--- config.mk ---
export PLATFORM = sky130hd
export DESIGN_NAME = ldpc_frame_sequencer
export DESIGN_NICKNAME = d
export VERILOG_FILES = /design/src/rtl/ldpc_frame_sequencer.sv
export SDC_FILE = /design/constraint.sdc
export NUM_CORES = 2
export LEC_CHECK = 0
export CORE_AREA = 8 8 529 531
export CTS_CLUSTER_DIAMETER = 100
export DETAILED_ROUTE_END_ITERATION = 16
export DIE_AREA = 0 0 537 539
export GPL_ROUTABILITY_DRIVEN = 0
export PLACE_DENSITY_LB_ADDON = 0.08
export RECOVER_POWER = 100
export SLEW_MARGIN = 10
export SYNTH_ARGS = -nofsm -noshare
export SYNTH_HDL_FRONTEND = slang
export SYNTH_SLANG_ARGS = --single-unit
--- constraint.sdc ---
create_clock -name clk -period 5.26 [get_ports clk]
set_clock_uncertainty 0.2 [all_clocks]
set_input_delay 1.052 -clock clk [delete_from_list [all_inputs] [get_ports clk]]
set_output_delay 1.052 -clock clk [all_outputs]
set_load 0.1 [all_outputs]
--- src/rtl/ldpc_frame_sequencer.sv ---
// Multi-frame BER test sequencer between the CSR block and the LDPC encoder/decoder wrappers.
// Optional macro LDPC_SEQ_BITERR_EN adds residual bit-error accumulation into bit_err_cnt.
module ldpc_frame_sequencer #(
   parameter int NN      = 208,
   parameter int MM      = 168,
   parameter int CNT_W   = 32,
   parameter int ENC_LAT = 4
) (
   input  logic                 clk,
   input  logic                 rstn,
   input  logic                 start,
   input  logic                 stop,
   input  logic [CNT_W-1:0]     cfg_frames,
   input  logic [NN-MM-1:0]     cfg_payload_base,
   input  logic [NN-1:0]        cfg_err_mask,
   input  logic                 cfg_rotate,
   input  logic [CNT_W-1:0]     cfg_timeout,
   output logic [NN-MM-1:0]     enc_y_in,
   input  logic [NN-1:0]        enc_cw,
   input  logic                 enc_valid,
   output logic [NN-1:0]        dec_q0_0,
   output logic [NN-1:0]        dec_q0_1,
   output logic                 dec_start,
   input  logic                 dec_done,
   input  logic [NN-1:0]        dec_y,
   output logic                 busy,
   output logic                 done,
   output logic [CNT_W-1:0]     frame_cnt,
   output logic [CNT_W-1:0]     pass_cnt,
   output logic [CNT_W-1:0]     fail_cnt,
   output logic [CNT_W-1:0]     timeout_cnt,
   output logic [CNT_W-1:0]     bit_err_cnt
);

   localparam int K = NN - MM;

   typedef enum logic [2:0] {
      ST_IDLE,
      ST_ENC_WAIT,
      ST_DEC_START,
      ST_DEC_WAIT,
      ST_CHECK,
      ST_DONE
   } state_t;

   state_t            state_q, state_d;
   logic              start_q, start_d;
   logic [CNT_W-1:0]  wait_cnt_q, wait_cnt_d;
   logic [K-1:0]      payload_q, payload_d;
   logic [NN-1:0]     mask_q, mask_d;
   logic [NN-1:0]     cw_q, cw_d;
   logic [NN-1:0]     q0_0_q, q0_0_d;
   logic [NN-1:0]     q0_1_q, q0_1_d;
   logic              timed_out_q, timed_out_d;
   logic [CNT_W-1:0]  frame_cnt_q, frame_cnt_d;
   logic [CNT_W-1:0]  pass_cnt_q, pass_cnt_d;
   logic [CNT_W-1:0]  fail_cnt_q, fail_cnt_d;
   logic [CNT_W-1:0]  timeout_cnt_q, timeout_cnt_d;

   logic              start_edge;
   logic              timeout_hit;

   function automatic logic [CNT_W-1:0] sat_inc(input logic [CNT_W-1:0] v);
      return (&v) ? v : v + CNT_W'(1);
   endfunction

`ifdef LDPC_SEQ_BITERR_EN
   logic [CNT_W-1:0]  bit_err_cnt_q, bit_err_cnt_d;
   logic [NN-1:0]     err_vec;
   logic [CNT_W-1:0]  err_pop;

   function automatic logic [CNT_W-1:0] sat_add(input logic [CNT_W-1:0] a,
                                                input logic [CNT_W-1:0] b);
      logic [CNT_W:0] s;
      s = {1'b0, a} + {1'b0, b};
      return s[CNT_W] ? '1 : s[CNT_W-1:0];
   endfunction

   always_comb begin
      err_vec = dec_y ^ cw_q;
      err_pop = '0;
      for (int i = 0; i < NN; i++) begin
         err_pop = err_pop + CNT_W'(err_vec[i]);
      end
   end
`endif

   assign start_edge  = start & ~start_q;
   assign timeout_hit = (cfg_timeout != '0) && (wait_cnt_q == cfg_timeout);

   always_comb begin
      state_d       = state_q;
      start_d       = start;
      wait_cnt_d    = wait_cnt_q;
      payload_d     = payload_q;
      mask_d        = mask_q;
      cw_d          = cw_q;
      q0_0_d        = q0_0_q;
      q0_1_d        = q0_1_q;
      timed_out_d   = timed_out_q;
      frame_cnt_d   = frame_cnt_q;
      pass_cnt_d    = pass_cnt_q;
      fail_cnt_d    = fail_cnt_q;
      timeout_cnt_d = timeout_cnt_q;
`ifdef LDPC_SEQ_BITERR_EN
      bit_err_cnt_d = bit_err_cnt_q;
`endif

      case (state_q)
         ST_IDLE, ST_DONE: begin
            if (start_edge) begin
               frame_cnt_d   = '0;
               pass_cnt_d    = '0;
               fail_cnt_d    = '0;
               timeout_cnt_d = '0;
`ifdef LDPC_SEQ_BITERR_EN
               bit_err_cnt_d = '0;
`endif
               payload_d     = cfg_payload_base;
               mask_d        = cfg_err_mask;
               wait_cnt_d    = '0;
               timed_out_d   = 1'b0;
               state_d       = ST_ENC_WAIT;
            end
         end

         ST_ENC_WAIT: begin
            wait_cnt_d = sat_inc(wait_cnt_q);
            // Decoder inputs are captured together with the codeword so they hold from DEC_START onward.
            if ((wait_cnt_q >= CNT_W'(ENC_LAT)) && enc_valid) begin
               cw_d    = enc_cw;
               q0_1_d  = enc_cw ^ mask_q;
               q0_0_d  = ~(enc_cw ^ mask_q);
               state_d = ST_DEC_START;
            end else if (timeout_hit) begin
               timed_out_d = 1'b1;
               state_d     = ST_CHECK;
            end
         end

         ST_DEC_START: begin
            wait_cnt_d = '0;
            state_d    = ST_DEC_WAIT;
         end

         ST_DEC_WAIT: begin
            wait_cnt_d = sat_inc(wait_cnt_q);
            if (dec_done) begin
               state_d = ST_CHECK;
            end else if (timeout_hit) begin
               timed_out_d = 1'b1;
               state_d     = ST_CHECK;
            end
         end

         ST_CHECK: begin
            frame_cnt_d = sat_inc(frame_cnt_q);
            if (timed_out_q) begin
               fail_cnt_d    = sat_inc(fail_cnt_q);
               timeout_cnt_d = sat_inc(timeout_cnt_q);
            end else if (dec_y == cw_q) begin
               pass_cnt_d = sat_inc(pass_cnt_q);
            end else begin
               fail_cnt_d = sat_inc(fail_cnt_q);
            end
`ifdef LDPC_SEQ_BITERR_EN
            if (!timed_out_q) begin
               bit_err_cnt_d = sat_add(bit_err_cnt_q, err_pop);
            end
`endif
            payload_d   = payload_q + K'(1);
            if (cfg_rotate) begin
               mask_d = {mask_q[NN-2:0], mask_q[NN-1]};
            end
            timed_out_d = 1'b0;
            wait_cnt_d  = '0;
            if (stop || ((cfg_frames != '0) && (frame_cnt_d == cfg_frames))) begin
               state_d = ST_DONE;
            end else begin
               state_d = ST_ENC_WAIT;
            end
         end

         default: begin
            state_d = ST_IDLE;
         end
      endcase
   end

   always_ff @(posedge clk or negedge rstn) begin
      if (!rstn) begin
         state_q       <= ST_IDLE;
         start_q       <= 1'b0;
         wait_cnt_q    <= '0;
         payload_q     <= '0;
         mask_q        <= '0;
         cw_q          <= '0;
         q0_0_q        <= '1;
         q0_1_q        <= '0;
         timed_out_q   <= 1'b0;
         frame_cnt_q   <= '0;
         pass_cnt_q    <= '0;
         fail_cnt_q    <= '0;
         timeout_cnt_q <= '0;
      end else begin
         state_q       <= state_d;
         start_q       <= start_d;
         wait_cnt_q    <= wait_cnt_d;
         payload_q     <= payload_d;
         mask_q        <= mask_d;
         cw_q          <= cw_d;
         q0_0_q        <= q0_0_d;
         q0_1_q        <= q0_1_d;
         timed_out_q   <= timed_out_d;
         frame_cnt_q   <= frame_cnt_d;
         pass_cnt_q    <= pass_cnt_d;
         fail_cnt_q    <= fail_cnt_d;
         timeout_cnt_q <= timeout_cnt_d;
      end
   end

`ifdef LDPC_SEQ_BITERR_EN
   always_ff @(posedge clk or negedge rstn) begin
      if (!rstn) begin
         bit_err_cnt_q <= '0;
      end else begin
         bit_err_cnt_q <= bit_err_cnt_d;
      end
   end

   assign bit_err_cnt = bit_err_cnt_q;
`else
   assign bit_err_cnt = '0;
`endif

   assign enc_y_in    = payload_q;
   assign dec_q0_0    = q0_0_q;
   assign dec_q0_1    = q0_1_q;
   assign dec_start   = (state_q == ST_DEC_START);
   assign busy        = (state_q == ST_ENC_WAIT) || (state_q == ST_DEC_START) ||
                        (state_q == ST_DEC_WAIT) || (state_q == ST_CHECK);
   assign done        = (state_q == ST_DONE);
   assign frame_cnt   = frame_cnt_q;
   assign pass_cnt    = pass_cnt_q;
   assign fail_cnt    = fail_cnt_q;
   assign timeout_cnt = timeout_cnt_q;

endmodule
Word level (Yosys, flattened, before mapping)
Cells that the tools add are included.
Cells by class
  add/sub/neg operators: 6
  multiply operators: 0
  divide/modulo/power cells: 0
  magnitude comparators: 1
  equal/unequal tests: 19
  shift-type cells: 0
  mux-type cells: 32
  bitwise operators: 4
  reductions and logical operators: 29
Operators by type and width (number)
  $mux 208: 2
  $pmux 208 s2: 1
  $mux 32: 11
  $pmux 32 s2: 4
  $eq 208x208->1: 1
  $not 208->208: 1
  $xor 208x208->208: 1
  $add 32x1->32 const B: 5
  $reduce_and 32->1: 5
  $pmux 32 s3: 1
  $pmux 40 s2: 1
  $eq 32x32->1: 2
  $reduce_bool 32->1: 2
  $add 40x1->40 const B: 1
  $mux 40: 1
  $ge 32x3->1 const B: 1
  $ne 2x2->1 const B: 10
  $mux 3: 5
  $pmux 3 s5: 1
  $reduce_and 3->1: 3
  $reduce_and 4->1: 2
  $eq 3x2->1 const B: 2
  $eq 3x3->1 const B: 2
  $reduce_or 2->1: 3
  14 further kinds: 23
Storage, ports and cells
  register bits: 1037
  latch bits: 0
  memory bits (writable): 0
  bits in read-only memories: 0
  output and inout port bits: 619
  memories kept: 0

Depth between registers and ports, before layout
  depth after elaboration: 7
  mapped depth: 14

Worst setup path after synthesis
No wires, ideal clock.
  kind: reg2reg
  start point: register state_q[1]
  end point: register wait_cnt_q[28]
  arrival time: 3827 ps
  required time: 4982 ps
  path slack: 1154 ps
  cell stages (with the launch flop): 10
  clock period less this slack: 4106 ps
  cells stage by stage: dfrtp_1 -> clkbuf_1 -> nor2_1 -> xnor2_1 -> nor2_1 -> a2111oi_2 -> nand2b_1 -> clkbuf_1 -> or3_1 -> a21oi_1
Between the ends
  word-level cells in the longest chain between the ends: 4
  elaborated cells between the ends (all ways): 14
  classes of those cells: 7 x eq/ne; 1 x mux; 6 x reduce/logical
RTL lines
  start: declaration: RTL line 46  | state_t state_q, state_d;
  start signal: assignment: RTL line 206  | state_q <= state_d;
  $eq 3x1->1, or another cell as far along: RTL line 109  | case (state_q)
  $reduce_or 2->1 (on tied branches)
  $ne 2x2->1 (no source line) / $reduce_bool 3->1 (equally long branches)
  $reduce_and 3->1 (no source line)
  end signal: assignment: RTL line 208  | wait_cnt_q <= wait_cnt_d;
  end: declaration: RTL line 48  | logic [CNT_W-1:0] wait_cnt_q, wait_cnt_d;
Parallel ways exist; a longest one is shown, timed or not.
A chain may end at the register's enable or synchronous reset.

Worst setup path in the final report
  start point: input dec_y[178]
  end point: register pass_cnt_q[26], in the netlist pass_cnt[26]
Between the ends
  word-level cells in the longest chain between the ends: 3
RTL lines
  start: declaration: RTL line 25  | input logic [NN-1:0] dec_y,
  $eq 208x208->1: RTL line 161  | end else if (dec_y == cw_q) begin
  $ne 2x2->1 (no source line)
  $reduce_and 5->1 (no source line)
  end signal: assignment: RTL line 216  | pass_cnt_q <= pass_cnt_d;
  end: declaration: RTL line 56  | logic [CNT_W-1:0] pass_cnt_q, pass_cnt_d;
No other way between the ends.

==> summary.txt <==
Synth
  – Yosys top cell by area: dfrtp_1
  – Ys async rst share: 1.00
  – Post-synthesis sequential area ratio: 0.533
  – Netlist cell types: 73
  – Area share of the largest cell type after synthesis: 0.422
  – Post-synth top cells: nand2_1, dfrtp_1, o21ai_0
  – Syn avg cell area: 10.1 um2
  – EDFF count, synth: 0
  – Largest cells by area after synthesis: dfrtp_1, dfstp_2, nand2_1
  – Syn. warnings: 0
  – Most frequent cell after synthesis: nand2_1
  – #FFs+latches synth: approximately 1000
  – Mapped Area: 49200 um2
  – Primary FF master, synth: dfrtp_1
  – Mapped Cells: about 4900

Finish
  – # nets final: 7004
  – Reg area: ~26000 um2
  – Fillers: 29043
  – Finished Layout Cells: approximately 10000
  – Final core occ: 0.265
  – Area of the multi-input gates: between 20000 and 25000 um2
  – Area grow syn2layout: 46.5%
  – Share of layout cells above drive strength 1: 0.127

Worst setup path
  – CP peak stage delay: 1.00 ns
  – Setup crit end kind: register
  – Worst path required time: approximately 5.7 ns
  – Worst R2R Start: cw_q[188]$_DFFE_PN0P_
  – Crit path launch type: input port
  – CP delay by family, top: simple AND/OR/NAND/NOR gates
  – Cell depth of the worst flop-to-flop path: 11
  – Crit-path max FO: 22
  – Reg-to-Reg End: pass_cnt[26]$_DFFE_PN0P_
  – R2R setup slack: 0.65 ns
  – Crit-path cells: dlygate4sd3_1 -> xor2_1 -> nor4_1 -> nand4_1 -> nor4_1 -> buf_4 -> and4_1 -> buf_12 -> a21oi_1 -> buf_12 -> or4_1 -> a21oi_1
  – Critical path's slowest cell: nor4_1
  – WP buf/inv: 4
  – Crit Path Class: input port to register
  – CP arrival: between 5 and 6 ns

Floorplan
  – Die width: 537 um
  – Die height: 539 um
  – I/O pin cnt: 1354
  – Site row count: 192
  – Core area: 272000 um2
  – Initial Util: 0.181
  – Full die area: 289000 um2

Clock tree
  – CTS buffer count: roughly 160
  – Clock Pin Slew Worst Setup and Hold Paths: 0.06 ns
  – CTS tree: built
  – H-tree levels: 4
  – Clk_lat worst skew: 0.83 ns
  – Clock sinks: 1037
  – CTS root buffer: clkbuf_16
  – Clock buffer depth: 4

STA
  – Post-layout min period: roughly 5 ns
  – FMAX: between 200 and 250 MHz
  – Crit share post-route: 0.947
  – Final hold viol count: 0
  – Final setup fails: 0
  – Relative slew margins: -1.17
  – RSZ-0062 raised after global routing: false
  – Least-Margin Pin Slew: between 3 and 4 ns
  – Max Slew Vio Count: 375

Route
  – Drt drc: 0
  – DRT iter0 DRCs: 2281
  – Wire length per cell: 30.5 um
  – Final wirelength: 305000 um
  – Metal2 WL: between 150000 and 200000 um
  – DR vias: 42450
  – Routed wl met3: 29700 um
  – Vias per cell: 4.24
  – Top Metal Used: met5
  – Routed Antenna Nets: 0
  – WL met1: 116000 um
  – First-pass DRT Iterations: 5

Hold path
  – Hold path depth: 2
  – Hold EP: dec_q0_0[149]$_DFFE_PN1P_
  – Hold wc startpoint: dec_q0_0[149]$_DFFE_PN1P_
  – Worst Hold Class: register to register

Placed design
  – PortBufs: roughly 1300
  – Inst Count DP: 9693
  – DP HPWL: 249000 um

Global route
  – Total track usage: 0.204
  – Grt ovf: 0
  – Initial antenna violation count: 235
  – Largest net degree at the start of global routing: 120
  – Vias in the first global route: 44391
  – First-pass GRT wire length: 407000 um

Run status
  – Outcome: finished, violations left
  – Failing checks: max-capacitance violations, max-slew violations

Pwr
  – PwrDens: 721 nW/um2
  – VDD IR max: 0.000431 V
  – Lkg Pwr: between 30 and 40 nW

Run
  – Max Cap Viol: 19
-- placed cells by master (no fill, tap or decap), types with 37 or more instances in the layout --
cell type and instances:
nand2_1 1204, dfrtp_1 829, clkdlybuf4s50_1 729, dlygate4sd3_1 547, o21ai_0 513, xor2_1 503, mux2i_1 217, mux2_2 208
dfstp_2 208, clkbuf_16 159, nor2_1 139, clkbuf_1 112, nor4_1 100, nand3_1 87, buf_4 86, a21oi_1 81
nand4_1 66, diode_2 51, xnor2_1 45, buf_12 40, and3_1 38, clkbuf_8 38, or3_1 37
-- sequential cells by signal, summed over array words and instances (netlist names) --
name / count
cw_q: 208
dec_q0_0: 208
dec_q0_1: 208
enc_y_in: 40
fail_cnt: 32
frame_cnt: 32
mask_q: 208
pass_cnt: 32
start_q: 1
state_q: 3
timed_out_q: 1
timeout_cnt: 32
wait_cnt_q: 32
-- layer usage --
layer / track usage / vias to the layer above
met5: 0 / -
met4: 0.0430 / 138
met3: 0.0836 / 545
met2: 0.362 / 1551
met1: 0.228 / 20754
li1: - / 19462
-- worst min-delay path: cells and delay by family (launching register included) --
kind | cells | cell delay (ns)
flip-flops | 1 | 0.36
AND/OR/NAND/NOR | 1 | 0.04
AO/OA/AOI/OAI | 1 | 0.06
-- cells by family after synthesis --
group	synth area share
AND/OR/NAND/NOR	0.163
buffers and inverters	0.0294
other	0.0000762
multiplexers	0.0917
adder cells (fa/ha/maj)	0.00178
XOR/XNOR	0.0975
flip-flops	0.533
AO/OA/AOI/OAI	0.0834
-- layout make-up --
cell class                      instances  area share
Antenna cell                           51     0.00177
Timing Repair Buffer                 1484       0.202
Clock inverter                         32     0.00429
Sequential cell                      1037       0.364
Clock buffer                          239      0.0646
Multi-Input combinational cell       3563       0.300
Tap cell                             3589      0.0623
Inverter                               21     0.00109
-- stage by stage --
stage               cell area (um2)  TNS, ns  total power [mW]  setup WS, ns  hold slack (ns)
floorplan                     49300        0              32.9          1.15            0.266
global placement              67400   -13.01              43.0        -0.292            0.267
detailed placement            67400   -13.52              43.1        -0.289            0.272
CTS                           72400        0              54.0         0.560            0.281
global route                  72000        0              54.7         0.339            0.290
finish                        72100        0              52.0         0.279            0.274
-- where the power goes --
part | switching (mW) | internal, mW
combinational | 20.6 | 6.21
clock | 4.15 | 6.31
sequential | 2.95 | 11.8
-- worst max-delay path by stage --
stage / startpoint / cells after the start / end / slack [ns]
floorplan: state_q[1]$_DFFE_PN0P_ / 9 / wait_cnt_q[28]$_DFFE_PN0P_ / 1.15
global placement: dec_y[178] / 12 / pass_cnt[9]$_DFFE_PN0P_ / -0.29
detailed placement: dec_y[178] / 12 / pass_cnt[26]$_DFFE_PN0P_ / -0.29
CTS: dec_y[178] / 12 / pass_cnt[6]$_DFFE_PN0P_ / 0.56
global route: wait_cnt_q[2]$_DFFE_PN0P_ / 8 / cw_q[158]$_DFFE_PN0P_ / 0.34
finish: dec_y[178] / 12 / pass_cnt[26]$_DFFE_PN0P_ / 0.28
-- repair_timing --
| item | 4_1_cts | 5_1_grt |
|---|---|---|
| endpoints found under the hold margin | 2 | 0 |
| hold buffers | 1 | 0 |
| resized for setup | 0 | 0 |
| setup buffers | 0 | 0 |
Power figures use the tool's default switching activity.
